### src/rtl/clock_period_meter_pkg.sv
// -----------------------------------------------------------------------------
// clock_period_meter_pkg
// Purpose : shared types and default settings for the clock period meter and
//           the recorder control block that checks the sample clock rate.
// Contents: FSM state encoding, default counter width / timeout / tolerance /
//           lock count.
// -----------------------------------------------------------------------------
package clock_period_meter_pkg;

   typedef enum logic [1:0] {
      ST_IDLE    = 2'd0,
      ST_ACQUIRE = 2'd1,
      ST_LOCKED  = 2'd2
   } state_e;

   localparam int DEF_CNT_W      = 14;
   localparam int DEF_TIMEOUT    = 12000;
   localparam int DEF_TOLERANCE  = 2;
   localparam int DEF_LOCK_COUNT = 4;

endpackage

### src/rtl/clock_period_meter_if.sv
// -----------------------------------------------------------------------------
// clock_period_meter_if
// Purpose : bundles the measured clock input and the measurement results.
// Signals : ClockIn      - slow clock to measure (driven by the source side)
//           HalfPeriod   - last edge-to-edge distance in system clocks
//           PeriodValid  - one-cycle pulse when HalfPeriod updates
//           Locked       - stable period detected
//           Timeout      - input clock lost
// Modports: master = source/consumer side, slave = the meter itself.
// -----------------------------------------------------------------------------
interface clock_period_meter_if #(
   parameter int CNT_W = 14
);
   logic             ClockIn;
   logic [CNT_W-1:0] HalfPeriod;
   logic             PeriodValid;
   logic             Locked;
   logic             Timeout;

   modport master (
      output ClockIn,
      input  HalfPeriod,
      input  PeriodValid,
      input  Locked,
      input  Timeout
   );

   modport slave (
      input  ClockIn,
      output HalfPeriod,
      output PeriodValid,
      output Locked,
      output Timeout
   );
endinterface

### src/rtl/clock_period_meter_edge_sync.sv
// -----------------------------------------------------------------------------
// edge_sync
// Purpose : brings an asynchronous level into the Clock domain through two
//           flops, keeps one history flop, and strobes on any transition.
// Ports   : Clock   - system clock
//           Reset   - asynchronous active-low reset
//           async_i - asynchronous input level
//           edge_o  - one-cycle strobe on rising or falling transition
// -----------------------------------------------------------------------------
module edge_sync (
   input  logic Clock,
   input  logic Reset,
   input  logic async_i,
   output logic edge_o
);
   logic s1_q;
   logic s2_q;
   logic s3_q;

   always_ff @(posedge Clock or negedge Reset) begin
      if (!Reset) begin
         s1_q <= 1'b0;
         s2_q <= 1'b0;
         s3_q <= 1'b0;
      end else begin
         s1_q <= async_i;
         s2_q <= s1_q;
         s3_q <= s2_q;
      end
   end

   // s1 may be metastable; only the settled s2/s3 pair is compared.
   assign edge_o = s2_q ^ s3_q;
endmodule

### src/rtl/clock_period_meter.sv
// -----------------------------------------------------------------------------
// clock_period_meter
// Purpose : measures the half-period of a slow external clock in system
//           clocks, declares lock after LOCK_COUNT consecutive matching
//           measurements and flags loss of the input clock.
// Ports   : Clock - system clock, all logic on posedge
//           Reset - asynchronous active-low reset
//           bus   - slave side of clock_period_meter_if (ClockIn in,
//                   HalfPeriod / PeriodValid / Locked / Timeout out)
// -----------------------------------------------------------------------------
module clock_period_meter
   import clock_period_meter_pkg::*;
#(
   parameter int CNT_W      = DEF_CNT_W,
   parameter int TIMEOUT    = DEF_TIMEOUT,
   parameter int TOLERANCE  = DEF_TOLERANCE,
   parameter int LOCK_COUNT = DEF_LOCK_COUNT
) (
   input  logic                Clock,
   input  logic                Reset,
   clock_period_meter_if.slave bus
);
   localparam logic [CNT_W-1:0] TO_V   = CNT_W'(TIMEOUT);
   localparam logic [CNT_W-1:0] TO_M1  = CNT_W'(TIMEOUT - 1);
   localparam logic [CNT_W:0]   TOL_V  = (CNT_W + 1)'(TOLERANCE);
   localparam logic [3:0]       LOCK_V = 4'(LOCK_COUNT);

   state_e           state_q,   state_d;
   logic [CNT_W-1:0] count_q,   count_d;
   logic [CNT_W-1:0] hp_q,      hp_d;
   logic             pv_q,      pv_d;
   logic             locked_q,  locked_d;
   logic             timeout_q, timeout_d;
   logic [3:0]       match_q,   match_d;
   logic             first_q,   first_d;

   logic             edge_w;
   logic [CNT_W-1:0] capture;
   logic [CNT_W:0]   cap_ext;
   logic [CNT_W:0]   hp_ext;
   logic [CNT_W:0]   diff_w;
   logic             in_tol;
   logic [3:0]       match_sat;
   logic [3:0]       match_new;

   edge_sync u_sync (
      .Clock   (Clock),
      .Reset   (Reset),
      .async_i (bus.ClockIn),
      .edge_o  (edge_w)
   );

   // Count is cleared on the edge cycle, so edges N clocks apart see Count+1 == N.
   assign capture = count_q + 1'b1;
   assign cap_ext = {1'b0, capture};
   assign hp_ext  = {1'b0, hp_q};
   // Compare first, then subtract the smaller from the larger: never negative.
   assign diff_w  = (cap_ext >= hp_ext) ? (cap_ext - hp_ext) : (hp_ext - cap_ext);
   assign in_tol  = (diff_w <= TOL_V);

   // The first capture after leaving IDLE has no predecessor to compare with.
   assign match_sat = (match_q == LOCK_V) ? match_q : (match_q + 4'd1);
   assign match_new = first_q ? 4'd0 : (in_tol ? match_sat : 4'd0);

   always_ff @(posedge Clock or negedge Reset) begin
      if (!Reset) begin
         state_q   <= ST_IDLE;
         count_q   <= '0;
         hp_q      <= '0;
         pv_q      <= 1'b0;
         locked_q  <= 1'b0;
         timeout_q <= 1'b0;
         match_q   <= 4'd0;
         first_q   <= 1'b0;
      end else begin
         state_q   <= state_d;
         count_q   <= count_d;
         hp_q      <= hp_d;
         pv_q      <= pv_d;
         locked_q  <= locked_d;
         timeout_q <= timeout_d;
         match_q   <= match_d;
         first_q   <= first_d;
      end
   end

   always_comb begin
      count_d = count_q;
      if (edge_w) begin
         count_d = '0;
      end else if (count_q != TO_V) begin
         count_d = count_q + 1'b1;
      end
   end

   always_comb begin
      state_d   = state_q;
      hp_d      = hp_q;
      pv_d      = 1'b0;
      locked_d  = locked_q;
      timeout_d = timeout_q;
      match_d   = match_q;
      first_d   = first_q;
      case (state_q)
         ST_IDLE: begin
            if (edge_w) begin
               state_d   = ST_ACQUIRE;
               first_d   = 1'b1;
               timeout_d = 1'b0;
               match_d   = 4'd0;
            end
         end
         ST_ACQUIRE, ST_LOCKED: begin
            // An edge always beats the timeout in the same cycle.
            if (edge_w) begin
               hp_d    = capture;
               pv_d    = 1'b1;
               first_d = 1'b0;
               match_d = match_new;
               if (state_q == ST_ACQUIRE) begin
                  if (match_new == LOCK_V) begin
                     state_d  = ST_LOCKED;
                     locked_d = 1'b1;
                  end
               end else if (!in_tol) begin
                  state_d  = ST_ACQUIRE;
                  locked_d = 1'b0;
               end
            end else if (count_q == TO_M1) begin
               // HalfPeriod is intentionally kept as the last good value.
               state_d   = ST_IDLE;
               timeout_d = 1'b1;
               locked_d  = 1'b0;
               match_d   = 4'd0;
            end
         end
         default: begin
            state_d = ST_IDLE;
         end
      endcase
   end

   assign bus.HalfPeriod  = hp_q;
   assign bus.PeriodValid = pv_q;
   assign bus.Locked      = locked_q;
   assign bus.Timeout     = timeout_q;
endmodule

### src/flat_wrapper.sv
// flat-port wrapper written by rule: the top's interface ports become plain ports
module clock_period_meter_flat import clock_period_meter_pkg::*;
#(
   parameter int CNT_W      = DEF_CNT_W,
   parameter int TIMEOUT    = DEF_TIMEOUT,
   parameter int TOLERANCE  = DEF_TOLERANCE,
   parameter int LOCK_COUNT = DEF_LOCK_COUNT
)
  (Clock, Reset, bus_ClockIn, bus_HalfPeriod, bus_PeriodValid, bus_Locked, bus_Timeout);
  clock_period_meter_if #(.CNT_W(CNT_W)) bus_i ();
  input  logic Clock;
  input  logic Reset;
  input wire logic [$bits(bus_i.ClockIn)-1:0] bus_ClockIn;
  output wire logic [$bits(bus_i.HalfPeriod)-1:0] bus_HalfPeriod;
  output wire logic [$bits(bus_i.PeriodValid)-1:0] bus_PeriodValid;
  output wire logic [$bits(bus_i.Locked)-1:0] bus_Locked;
  output wire logic [$bits(bus_i.Timeout)-1:0] bus_Timeout;
  assign bus_i.ClockIn = bus_ClockIn;
  assign bus_HalfPeriod = bus_i.HalfPeriod;
  assign bus_PeriodValid = bus_i.PeriodValid;
  assign bus_Locked = bus_i.Locked;
  assign bus_Timeout = bus_i.Timeout;
  clock_period_meter #(.CNT_W(CNT_W), .TIMEOUT(TIMEOUT), .TOLERANCE(TOLERANCE), .LOCK_COUNT(LOCK_COUNT)) u_core (.Clock(Clock), .Reset(Reset), .bus(bus_i));
endmodule
### config.mk
export PLATFORM = sky130hd
export DESIGN_NAME = clock_period_meter_flat
export DESIGN_NICKNAME = d
export VERILOG_FILES = /design/src/rtl/clock_period_meter_pkg.sv /design/src/rtl/clock_period_meter_if.sv /design/src/rtl/clock_period_meter_edge_sync.sv /design/src/rtl/clock_period_meter.sv /design/src/flat_wrapper.sv
export SDC_FILE = /design/constraint.sdc
export NUM_CORES = 1
export LEC_CHECK = 0
export ABC_AREA = 1
export CAP_MARGIN = 20
export CORE_MARGIN = 2
export CORE_UTILIZATION = 40
export DETAILED_ROUTE_END_ITERATION = 8
export PLACE_DENSITY = 0.61
export SKIP_CTS_REPAIR_TIMING = 1
export SLEW_MARGIN = 20
export SYNTH_ARGS = -nofsm -noshare
export SYNTH_HDL_FRONTEND = slang
export SYNTH_SLANG_ARGS = --single-unit
### constraint.sdc
create_clock -name Clock -period 4.11 [get_ports Clock]
set_input_delay 0.411 -clock Clock [delete_from_list [all_inputs] [get_ports Clock]]
set_output_delay 0.411 -clock Clock [all_outputs]
set_load 0.02 [all_outputs]
======== Yosys cells after proc, flatten, opt, wreduce, memory -nomap -nowiden ========
Cells that the tools add are included.
storage, ports and cells
  register bits ........................... 41
  input bits .............................. 3
  output and inout bits ................... 17
cells by class
  add/subtract/negate cells ............... 4
  order comparisons ....................... 2
  equal/unequal tests ..................... 15
  mux-type cells .......................... 30
  bitwise operators ....................... 1
  reduce and logical (&&, ||, !) cells .... 11
operator list
  kind                   number
  $sub 14x14->15         2
  $mux 14                2
  $mux 4                 6
  $le 15x2->1 const B    1
  $mux 15                1
  $add 14x1->14 const B  1
  $eq 14x14->1 const B   1
  $ge 14x14->1           1
  $ne 14x14->1 const B   1
  $mux 2                 6
  $reduce_and 4->1       3
  $mux 1                 11
  $eq 4x3->1 const B     2
  $ne 4x4->1 const B     2
  $pmux 4 s2             1
  $ne 2x1->1 const B     3
  $ne 3x3->1 const B     2
  $reduce_and 3->1       2
  $reduce_bool 2->1      3
  $add 4x1->4 const B    1
  $pmux 1 s2             2
  $pmux 2 s2             1
  $ne 3x1->1 const B     1
  $eq 2x1->1 const B     1
  other kinds (6)        6

======== Depth between registers and ports, before layout ========
Gate-level depths: netlist (run 1).
  depth after elaboration ................. 11
  gate-level depth with buffers ........... 32
  mapped depth without buffers ............ 30

======== Modules after synthesis ========
A second synthesis (run 1) with hierarchy kept.
unflattened totals
  cells, all modules ...................... 585
  area, all modules ....................... 3,891.2 µm²
modules (own cells, without submodules)
  module              instances  cells an instance  area each (µm²)  sequential area each (µm²)
  clock_period_meter  1          577                3,797.4          950.9
  edge_sync           1          8                  93.8             75.1

======== Worst setup path after synthesis (run 1) ========
Ideal clock, no wire load.
  path type ............................... register -> register
  start ................................... reg u_core.count_q[0]
  end ..................................... reg u_core.state_q[0]
  setup time .............................. 0.117 ns
  arrival ................................. 3.289 ns
  setup slack ............................. 0.704 ns
  stages on the path, launching flop included .. 29
  path buffers ............................ 2
  cell sequence ........................... dfrtp_1 ha_1 nand2_1 nor2_1 inv_1 nor2_1 nand2_1 xor2_1 inv_1 ha_1 buf_4 nand2_2 nor2_4 and2_1 nand2_2 inv_2 nor2_4 buf_6 nand2_1 o21bai_2 nand3_1 nand2_1 nand2_1 nor2_4 nand4_2 nand2_2 nand2_1 nand2_1 nand2_1
between the ends
  longest elaborated chain between the ends .. 9
  elaborated cells on any way between the ends .. 14
ends and longest elaborated chain
  item                                            RTL line                   source
  from (decl)                                     clock_period_meter.sv:29   logic [CNT_W-1:0] count_q, count_d;
  from (signal assigned)                          clock_period_meter.sv:77   count_q <= count_d;
  $add 14x1->14 (*)                               clock_period_meter.sv:54   assign capture = count_q + 1'b1;
  named net u_core.capture[8]                     clock_period_meter.sv:38   logic [CNT_W-1:0] capture;
  $sub 14x14->15 or $ge 14x14->1 (tied branches)  clock_period_meter.sv:58   assign diff_w = (cap_ext >= hp_ext) ? (cap_ext - hp_ext) : (hp_ext - cap_ext);
  $mux 15 (*)                                     clock_period_meter.sv:58
  $le 15x2->1 (*)                                 clock_period_meter.sv:59   assign in_tol = (diff_w <= TOL_V);
  $mux 4 (2 in a row)                             clock_period_meter.sv:63   assign match_new = first_q ? 4'd0 : (in_tol ? match_sat : 4'd0);
  $eq 4x3->1                                      clock_period_meter.sv:121  if (match_new == LOCK_V) begin
  $ne 4x4->1 (no line)                            --
  $reduce_and 4->1 (no line) (*)                  --
  to (signal assigned)                            clock_period_meter.sv:76   state_q <= state_d;
  to (decl)                                       clock_period_meter.sv:28   state_e state_q, state_d;
The timed path passes the listed nets; every way through them passes the cells marked *.
A chain may end at the register's enable or synchronous reset.

======== Final worst setup path (run 1) ========
  start ................................... reg u_core.count_q[1]
  end ..................................... reg u_core.match_q[3]
between the ends
  longest elaborated chain between the ends .. 8
  elaborated cells on any way between the ends .. 13
ends and longest elaborated chain
  item                                            RTL line                   source
  $add 14x1->14 (*)                               clock_period_meter.sv:54
  named net u_core.capture[12]                    clock_period_meter.sv:38
  $sub 14x14->15 or $ge 14x14->1 (tied branches)  clock_period_meter.sv:58
  $mux 15 (*)                                     clock_period_meter.sv:58
  $le 15x2->1 (*)                                 clock_period_meter.sv:59
  $mux 4 (*) (2 in a row)                         clock_period_meter.sv:63
  $mux 4 (*)                                      clock_period_meter.sv:115  if (edge_w) begin
  $pmux 4 s2 (*)                                  clock_period_meter.sv:104  case (state_q)
  to (signal assigned)                            clock_period_meter.sv:82   match_q <= match_d;
  to (decl)                                       clock_period_meter.sv:34   logic [3:0] match_q, match_d;
Marked as above.

==> results of run 1 <==
[critical path: stages (launching register included)]
cell and delay, ns:
dfrtp_1 0.42, ha_2 0.20, nand2_1 0.09, nor2_2 0.17
nand4_1 0.17, nor2_1 0.17, xor2_1 0.20, inv_1 0.12
ha_4 0.26, nand2_4 0.10, inv_2 0.04, nand2_1 0.10
nor2_4 0.06, nor2_4 0.17, nand2_2 0.08, nor2_4 0.19
nand2_1 0.12, nor2_1 0.15, nor2_2 0.06, nand2_1 0.06
nand2_1 0.06, nor2_1 0.10, nand2_1 0.10, nor2_4 0.15
and2_1 0.17, nand2_1 0.09, o22ai_1 0.13
[metrics by stage]
stage                     hold slack [ns]  power, uW  instances
after floorplan                    0.1154       1577        540
after global placement             0.3370       1855        669
after detailed placement           0.3442       1863        669
after CTS                          0.2893       2126        677
after global routing               0.3184       2542        691
final                              0.2519       2325        691
[worst max path at each step]
stage	end	slack (ns)	cells past startpoint
after CTS	u_core.state_q[0]$_DFFE_PN0P_	0.004	26
after floorplan	u_core.state_q[0]$_DFFE_PN0P_	0.70	28
after detailed placement	u_core.state_q[0]$_DFFE_PN0P_	0.06	26
final	u_core.match_q[3]$_DFFE_PN0P_	0.30	26
after global routing	u_core.state_q[0]$_DFFE_PN0P_	-0.04	28
after global placement	u_core.bus.Locked$_DFFE_PN0P_	0.26	25
[cells in the final DEF (no fill, tap or decap), types with 3 or more instances in the layout]
master and count:
xor2_1 8, ha_2 3, o22ai_1 3, nand4_1 6, nor4_1 3, nor3_1 4
nand2_4 3, buf_4 19, clkdlybuf4s50_1 18, nand2_1 143, inv_2 5, nor2_1 52
nand3b_1 4, nand2_2 14, dfrtp_1 41, nor2_4 10, o21ai_1 3, a21oi_1 26
o21bai_1 5, o21ai_0 24, nand3_1 30, ha_1 29, inv_1 77, a21o_1 5
nand3_2 3, clkbuf_8 5, nor2_2 7
[flip-flops by register name, summed over array words and instances (netlist names)]
register and flops:
u_core.state_q 2, u_core.bus.Timeout 1, u_core.bus.Locked 1, u_core.u_sync.s1_q 1, u_core.u_sync.s3_q 1, u_core.bus.PeriodValid 1
u_core.u_sync.s2_q 1, u_core.match_q 4, u_core.bus.HalfPeriod 14, u_core.count_q 14, u_core.first_q 1
[power by group]
| part | leakage, uW | internal [uW] | total, uW | switching (uW) |
|---|---|---|---|---|
| sequential | 0.000552 | 446 | 478 | 32.1 |
| combinational | 0.00171 | 607 | 1590 | 981 |
| clock | 0.0000374 | 120 | 259 | 139 |
[synthesized netlist by cell type, drive strengths merged, types with 2 or more instances]
cell	instances
a21oi	28
nand3	33
a31oi	2
nor3	4
nor2	69
a21boi	2
o22ai	3
clkbuf	3
fa	2
nand4	7
dfrtp	41
o21bai	6
ha	34
nand3b	4
buf	5
and2	2
a21o	5
inv	82
nand2	160
nor4	3
xor2	10
or2	2
o21ai	27
[routing by layer]
layer  wire (um)  up-vias  part of all wire
met1        4313     1617              0.45
met5           0        -                 0
met4         203        0             0.021
met3         245       15             0.026
li1            -     1794                 -
met2        4730       51              0.50
[logic make-up (layout without fill, tap and decap cells)]
group	Yosys count	count (layout)
flip-flops	41	41
buffers and inverters	91	130
XOR/XNOR	11	11
adder cells (fa/ha/maj)	36	36
AO/OA/AOI/OAI	77	77
AND/OR/NAND/NOR	284	285
[layout make-up]
| type | instances | area, um^2 |
|---|---|---|
| fill | 924 | 4788 |
| tap | 111 | 138.9 |
| sequential | 41 | 1026 |
| multi-input combinational | 409 | 2417 |
| clock inverter | 2 | 15.01 |
| timing repair buffer | 39 | 339.1 |
| clock buffer | 6 | 72.57 |
| inverter | 83 | 311.5 |
==> impl_metrics.tcl, run 1 <==
set metrics [dict create \
    die_area_um2 10020 \
    async_reset_ff_frac 1.000 \
    via_per_inst 5.032 \
    synth_area_um2 3695 \
    syn_nets 579 \
    start_util 0.4056 \
    finalSetupViolations 0 \
    grt.total_usage 0.1945 \
    use_met1 0.2427 \
    crit_type "flop to flop" \
    period_share 0.9266 \
    syn_to_final_growth_pct 16.93 \
    io_buffers 19 \
    synth_area_per_cell_um2 6.842 \
    drc 0 \
    worst_ep_arrival_time_ns 4.01 \
    cp-end-kind "flop" \
    synth_compound_area_frac 0.1202 \
    grt_overflow 0 \
    slew_violations 0 \
    holdCritPathClass "input port to async pin" \
    nNetsFinal 618 \
    synthTopCellsByArea "dfrtp_1, nand2_1, ha_1" \
    place_hpwl_um 7404 \
    skew_ns 0.01087 \
    drt_iter0_markers 141 \
    synth_top_cell_by_area "dfrtp_1" \
    place_area_um2 4011 \
    r2r_setup_slack_ns 0.30 \
    grt_max_degree 42 \
    design_area_um2 4320 \
    netlist.area_leader.share 0.2777 \
    synth_top_family_by_area "simple AND/OR/NAND/NOR gates" \
    postLayoutCoreUtil 0.4743 \
    wire_per_inst_um 13.74 \
    place_ws_ns 0.05854 \
    n_antenna_cell 0 \
    synthFlopType "dfrtp_1" \
    synth_edf_count 0 \
    drt.antenna.violating_nets 0 \
    fmax_ghz 0.2626 \
    numCtsBuffers 5 \
    tns_ns 0 \
    ir_drop_mv 0.3320 \
    synth_warnings 0 \
    synthCells 540 \
    p_leak_uw 0.002301 \
    grt_pass1_vias 3412 \
    dr_total_vias 3477 \
    finalWorstSetupSlack_ns 0.3016 \
    use_met3 0.02577 \
    firstDrtPassIters 4 \
    ys_types 40 \
    status "completed" \
    layout_min_cycle_time_ns 3.808 \
    startpoint "u_core.count_q[1]$_DFFE_PN0P_" \
    synthMuxAreaShare 0 \
    wl_um 9492 \
    tritoncts "yes" \
    regToRegEndpoint "u_core.match_q[3]$_DFFE_PN0P_" \
    worstMarginPinSlew_ns 0.9167 \
    max_cap_viol_count 0 \
    root_buffer "clkbuf_8" \
    power.density_nw_per_um2 538.0 \
    slew_headroom 0.3889 \
    met2_usage 0.3430 \
    fp.dieW_um 100.1 \
    io-pin-count 20 \
    h-tree-depth 2 \
    yosysSeqAreaShare 0.2777 \
    hold_viol_final 0 \
    synth_xor_area_frac 0.02608 \
    dieHeight_um 100.1 \
    grt_pass1_wl_um 15650 \
    clkSinkCount 41 \
    cts.path.max_buffers 2 \
    worstPathMaxFanout 6 \
    place_congestion 0.9418 \
    design.core.area_um2 9109 \
    synth-simple-area-share 0.3495 \
    r2r_cells 26 \
    antenna_found_initial 0 \
    insertion_delay_ns 0.29 \
    layout-drive-gt1-share 0.1448 \
    busiest_layer "met2" \
    r2r_start "u_core.count_q[1]$_DFFE_PN0P_" \
    synth-seq-cells 41 \
    clk_pin_slew_ns 0.08 \
    startpoint_type "flop" \
    cp.required_ns 4.32 \
    rows 35 \
    synthAdderAreaFrac 0.1260 \
]
(Power assumes the default switching activity.)
==> inputs of run 2 (changes only) <==
--- a/config.mk
+++ b/config.mk
@@ -11,6 +11,7 @@
 export CORE_UTILIZATION = 40
 export DETAILED_ROUTE_END_ITERATION = 8
 export PLACE_DENSITY = 0.61
+export REMOVE_ABC_BUFFERS = 1
 export SKIP_CTS_REPAIR_TIMING = 1
 export SLEW_MARGIN = 20
 export SYNTH_ARGS = -nofsm -noshare
==> run 2 against run 1 <==
Net effect:
- worst setup slack gained 0.059 ns
- via count is essentially flat
- count of clock-buffer cells in the layout grew 1
- sequential share of layout area grew 0.14 points
- global-route usage grew 0.15 points
- clock skew shrank 0.0052 ns
- final area shrank 0.46%
- critical path type unchanged
- highest routed layer unchanged
==> impl_metrics.tcl, run 2 (synthesis gave the netlist of run 1 again) <==
set metrics [dict create \
    cts.path.max_buffers 2 \
    die_area_um2 10020 \
    layout_min_cycle_time_ns 3.749 \
    fp.dieW_um 100.1 \
    rows 35 \
    firstDrtPassIters 4 \
    cpMostUsedCell "nand2_1" \
    clkSinkCount 41 \
    wl_um 9464 \
    clk_pin_slew_ns 0.08 \
    drt.antenna.violating_nets 0 \
    grt_max_degree 42 \
    n_antenna_cell 0 \
    grt_pass1_wl_um 15740 \
    place_inst 669 \
    io-pin-count 20 \
    postLayoutCoreUtil 0.4721 \
    via_per_inst 5.041 \
    drc 0 \
    busiest_layer "met2" \
    place_congestion 0.9821 \
    netSwitchingPower_uw 1134 \
    design_area_um2 4300 \
    regToRegEndpoint "u_core.match_q[1]$_DFFE_PN0P_" \
    max_cap_viol_count 0 \
    cp_num_buf_inv 3 \
    fill_cells 934 \
    insertion_delay_ns 0.29 \
    skew_ns 0.005635 \
    wire_per_inst_um 13.72 \
    slew_violations 0 \
    numCtsBuffers 5 \
    use_met1 0.2436 \
    start_util 0.4056 \
    power_frac_comb 0.671 \
    worst_ep_arrival_time_ns 3.96 \
    pwr-share-clk 0.126 \
    worstMarginPinSlew_ns 0.9261 \
    ir_drop_mv 0.4026 \
    r2r_setup_slack_ns 0.36 \
    startpoint_type "flop" \
    dieHeight_um 100.1 \
    grt.total_usage 0.1960 \
    final_cells 690 \
    syn_to_final_growth_pct 16.39 \
    layout-drive-gt1-share 0.1382 \
    cp-end-kind "flop" \
    most-common-layout-cells "nand2_1, inv_1, nor2_1" \
    nNetsFinal 617 \
    worstPathMaxFanout 8 \
    place_hpwl_um 7314 \
    grt_overflow 0 \
    met2_usage 0.3467 \
    finalSetupViolations 0 \
    r2r_start "u_core.count_q[0]$_DFFE_PN0P_" \
    fmax_ghz 0.2667 \
    use_met3 0.02507 \
    slew_headroom 0.3826 \
    power_uw 2342 \
    drt_iter0_markers 167 \
    cell_internal_pwr_uw 1208 \
    cp_slowest_cell "dfrtp_1" \
    grt_pass1_vias 3442 \
    io_buffers 19 \
    p_leak_uw 0.002311 \
    place_area_um2 4011 \
    worst_hold_slack_ns 0.2553 \
    power_frac_seq 0.203 \
    design.core.area_um2 9109 \
    final_common_cell "nand2_1" \
    crit_type "flop to flop" \
    cp_top_family "simple AND/OR/NAND/NOR gates" \
    status "completed" \
    power.density_nw_per_um2 544.6 \
    antenna_found_initial 0 \
    root_buffer "clkbuf_8" \
    cp.required_ns 4.32 \
    tritoncts "yes" \
    period_share 0.9123 \
    critPathMaxStageDelay_ns 0.40 \
    h-tree-depth 2 \
    dr_total_vias 3478 \
    p_sw_frac 0.4843 \
    holdCritPathClass "input port to async pin" \
    r2r_cells 26 \
    hold_viol_final 0 \
]
-- run 2: final cells by class --
| cell class | instances | area (um^2) | area share |
|---|---|---|---|
| multi-input cells | 408 | 2382 | 0.5540 |
| flip-flops and latches | 41 | 1027 | 0.2389 |
| repair buffers | 39 | 339.1 | 0.07885 |
| inverters | 83 | 311.5 | 0.07245 |
| well taps | 111 | 138.9 | 0.03230 |
| clock buffers | 7 | 96.34 | 0.02240 |
| clock inverters | 1 | 5.005 | 0.001164 |
-- run 2: routing by layer --
metal | wire length [um] | up-vias
met5 | 0 | -
met4 | 178 | 0
met3 | 247 | 18
met2 | 4691 | 69
met1 | 4347 | 1600
li1 | - | 1791
-- run 2: worst max-delay path by stage --
stage | startpoint | end | slack [ns] | cells past startpoint
2_1_floorplan | u_core.count_q[0]$_DFFE_PN0P_ | u_core.state_q[0]$_DFFE_PN0P_ | 0.62 | 26
6_report | u_core.count_q[0]$_DFFE_PN0P_ | u_core.match_q[1]$_DFFE_PN0P_ | 0.36 | 26
4_1_cts | u_core.count_q[0]$_DFFE_PN0P_ | u_core.state_q[1]$_DFFE_PN0P_ | 0.02 | 26
5_1_grt | u_core.count_q[0]$_DFFE_PN0P_ | u_core.bus.Locked$_DFFE_PN0P_ | -0.01 | 28
3_5_place_dp | u_core.count_q[0]$_DFFE_PN0P_ | u_core.state_q[1]$_DFFE_PN0P_ | 0.06 | 26
3_3_place_gp | u_core.count_q[0]$_DFFE_PN0P_ | u_core.state_q[1]$_DFFE_PN0P_ | 0.25 | 26
-- run 2: stage by stage --
| step | TNS (ns) | setup slack (ns) |
|---|---|---|
| after CTS | 0 | 0.01970 |
| after floorplan | 0 | 0.6247 |
| after detailed placement | 0 | 0.06130 |
| final | 0 | 0.3605 |
| after global routing | -0.01435 | -0.01058 |
| after global placement | 0 | 0.2488 |
-- run 2: power by group through the flow --
stage / logic [uW] / clock network (uW) / registers, uW
6_report: 1570 / 294 / 476
5_1_grt: 1760 / 323 / 483
4_1_cts: 1390 / 306 / 477
3_5_place_dp: 1380 / 0 / 485
3_3_place_gp: 1380 / 0 / 484
2_1_floorplan: 1010 / 0 / 509
==> inputs of run 3 (changes only) <==
--- a/config.mk
+++ b/config.mk
@@ -10,9 +10,9 @@
 export CORE_MARGIN = 2
 export CORE_UTILIZATION = 40
 export DETAILED_ROUTE_END_ITERATION = 8
-export PLACE_DENSITY = 0.61
+export DONT_BUFFER_PORTS = 1
+export PLACE_DENSITY = 0.6
 export REMOVE_ABC_BUFFERS = 1
-export SKIP_CTS_REPAIR_TIMING = 1
 export SLEW_MARGIN = 20
 export SYNTH_ARGS = -nofsm -noshare
 export SYNTH_HDL_FRONTEND = slang
==> constraint.sdc (replaced) <==
create_clock -name Clock -period 3.2 [get_ports Clock]
set_input_delay 0.32 -clock Clock [delete_from_list [all_inputs] [get_ports Clock]]
set_output_delay 0.32 -clock Clock [all_outputs]
set_load 0.02 [all_outputs]
==> run 3 against run 2 <==
Net effect:
- the flow now finishes with violations (negative setup slack)
- die area did not move
- largest power group unchanged
- global-route usage rose by 2.1 points
- power rose by 37%
- critical endpoint is now u_core.match_q[0]$_DFFE_PN0P_
==> impl_metrics.tcl, run 3 (synthesis gave the netlist of run 1 again) <==
set metrics [dict create \
    h-tree-depth 2 \
    power.density_nw_per_um2 636.6 \
    critPathMaxStageDelay_ns 0.41 \
    grt_max_degree 42 \
    final_common_cell "nand2_1" \
    cell_internal_pwr_uw 1672 \
    grt_pass1_vias 3960 \
    cp.required_ns 3.41 \
    violations "negative setup slack" \
    worst_ep_arrival_time_ns 3.85 \
    insertion_delay_ns 0.29 \
    wire_per_inst_um 13.85 \
    cp_slowest_cell "dfrtp_1" \
    drt.antenna.violating_nets 0 \
    clk_pin_slew_ns 0.07 \
    slew_headroom 0.4231 \
    antenna_found_initial 0 \
    power_frac_seq 0.197 \
    grt.total_usage 0.2173 \
    power_frac_comb 0.679 \
    n_antenna_cell 0 \
    power_uw 3207 \
    via_per_inst 4.988 \
    p_sw_frac 0.4787 \
    pwr-share-clk 0.124 \
    fmax_ghz 0.2748 \
    die_area_um2 10020 \
    dr_total_vias 3846 \
    drc 0 \
    dieHeight_um 100.1 \
    nNetsFinal 699 \
    cpMostUsedCell "nand2_1" \
    hold_path_startpoint "bus_ClockIn" \
    cp-end-kind "flop" \
    place_hpwl_um 8192 \
    place_inst 740 \
    layout_min_cycle_time_ns 3.639 \
    layout-drive-gt1-share 0.3106 \
    hold_viol_final 0 \
    holdCritPathClass "input port to flop" \
    tritoncts "yes" \
    wl_um 10680 \
    startpoint "u_core.count_q[0]$_DFFE_PN0P_" \
    numCtsBuffers 5 \
    period_share 1.137 \
    start_util 0.4056 \
    slew_violations 0 \
    r2r_start "u_core.count_q[0]$_DFFE_PN0P_" \
    grt_pass1_wl_um 17550 \
    finalWorstSetupSlack_ns -0.4390 \
    firstDrtPassIters 4 \
    cts.path.max_buffers 2 \
    postLayoutCoreUtil 0.5530 \
    netSwitchingPower_uw 1535 \
    most-common-layout-cells "nand2_1, buf_4, inv_1" \
    rsz0062_at_grt "yes" \
    status "complete, but fails checks" \
    finalSetupViolations 7 \
    max_cap_viol_count 0 \
    ir_drop_mv 0.6665 \
    root_buffer "clkbuf_8" \
    syn_to_final_growth_pct 36.34 \
    crit_type "flop to flop" \
    place_congestion 0.9214 \
    io_buffers 0 \
    io-pin-count 20 \
    clkSinkCount 41 \
    grt_overflow 0 \
    drt_iter0_markers 222 \
    startpoint_type "flop" \
    final_cells 771 \
    rows 35 \
    skew_ns 0.009187 \
    p_leak_uw 0.002765 \
    worstMarginPinSlew_ns 0.8574 \
    worstPathMaxFanout 5 \
    fp.dieW_um 100.1 \
    design.core.area_um2 9109 \
]
[run 3: worst max-delay path, delay by kind of cell, from the launching register on]
kind / cells / cell delay [ns]
buf+inv: 7 / 0.80
fa+ha+maj: 1 / 0.33
flops: 1 / 0.41
compound gates: 1 / 0.14
simple gates: 19 / 1.88
[run 3: layer usage]
| layer | share of wire | routed length (um) | global-route usage | vias to the layer above |
|---|---|---|---|---|
| li1 | - | - | - | 1946 |
| met5 | 0 | 0 | 0 | - |
| met2 | 0.49 | 5263 | 0.3888 | 83 |
| met1 | 0.43 | 4615 | 0.2639 | 1780 |
| met4 | 0.039 | 413 | 0.09800 | 0 |
| met3 | 0.036 | 387 | 0.02159 | 37 |
[run 3: final cells by class]
cell class	instances	area, um^2
clock buffers	5	68.82
clock inverters	2	35.03
fillers	849	4071
inverters	83	311.5
multi-input cells	409	2529
flip-flops and latches	41	1027
well taps	111	138.9
repair buffers	120	927.1
[run 3: power groups by stage]
stage          Sequential [uW]  Combinational [uW]  Clock [uW]
6_report                   632                2180         398
2_1_floorplan              653                1300           0
3_3_place_gp               640                1790           0
5_1_grt                    640                2400         435
4_1_cts                    631                1980         411
3_5_place_dp               641                1820           0
[run 3: stage by stage]
step | area (um^2) | setup slack, ns | hold slack [ns] | setup TNS (ns)
2_1_floorplan | 3635 | -0.2853 | 0.02441 | -1.642
3_3_place_gp | 4502 | -0.5103 | 0.02599 | -3.241
3_5_place_dp | 4502 | -0.6289 | 0.02532 | -4.110
4_1_cts | 4845 | -0.4401 | 0.04899 | -2.761
5_1_grt | 5037 | -0.6968 | 0.04047 | -4.489
6_report | 5037 | -0.4390 | 0.05586 | -2.884
[run 3: path summary, 6_finish.rpt]
check                                           endpoint  slack (ns)  depth (start not counted)
setup / recovery           u_core.match_q[0]$_DFFE_PN0P_       -0.44                         28
hold reg to reg             u_core.u_sync.s2_q$_DFF_PN0_        0.36                          0
max in group asynchronous  u_core.count_q[2]$_DFFE_PN0P_        2.48                          2
setup reg to reg           u_core.match_q[0]$_DFFE_PN0P_       -0.44                         28
hold / removal              u_core.u_sync.s1_q$_DFF_PN0_        0.06                          0
min in group asynchronous  u_core.bus.Locked$_DFFE_PN0P_        0.51                          2
[run 3: timing repair]
action	in CTS	in global routing
hold buffers	2	0
cloned	1	0
endpoints found under the hold margin	41	0
pin swaps	26	27
gates resized for setup	30	24
setup endpoints to repair	7	7
buffers inserted	10	11
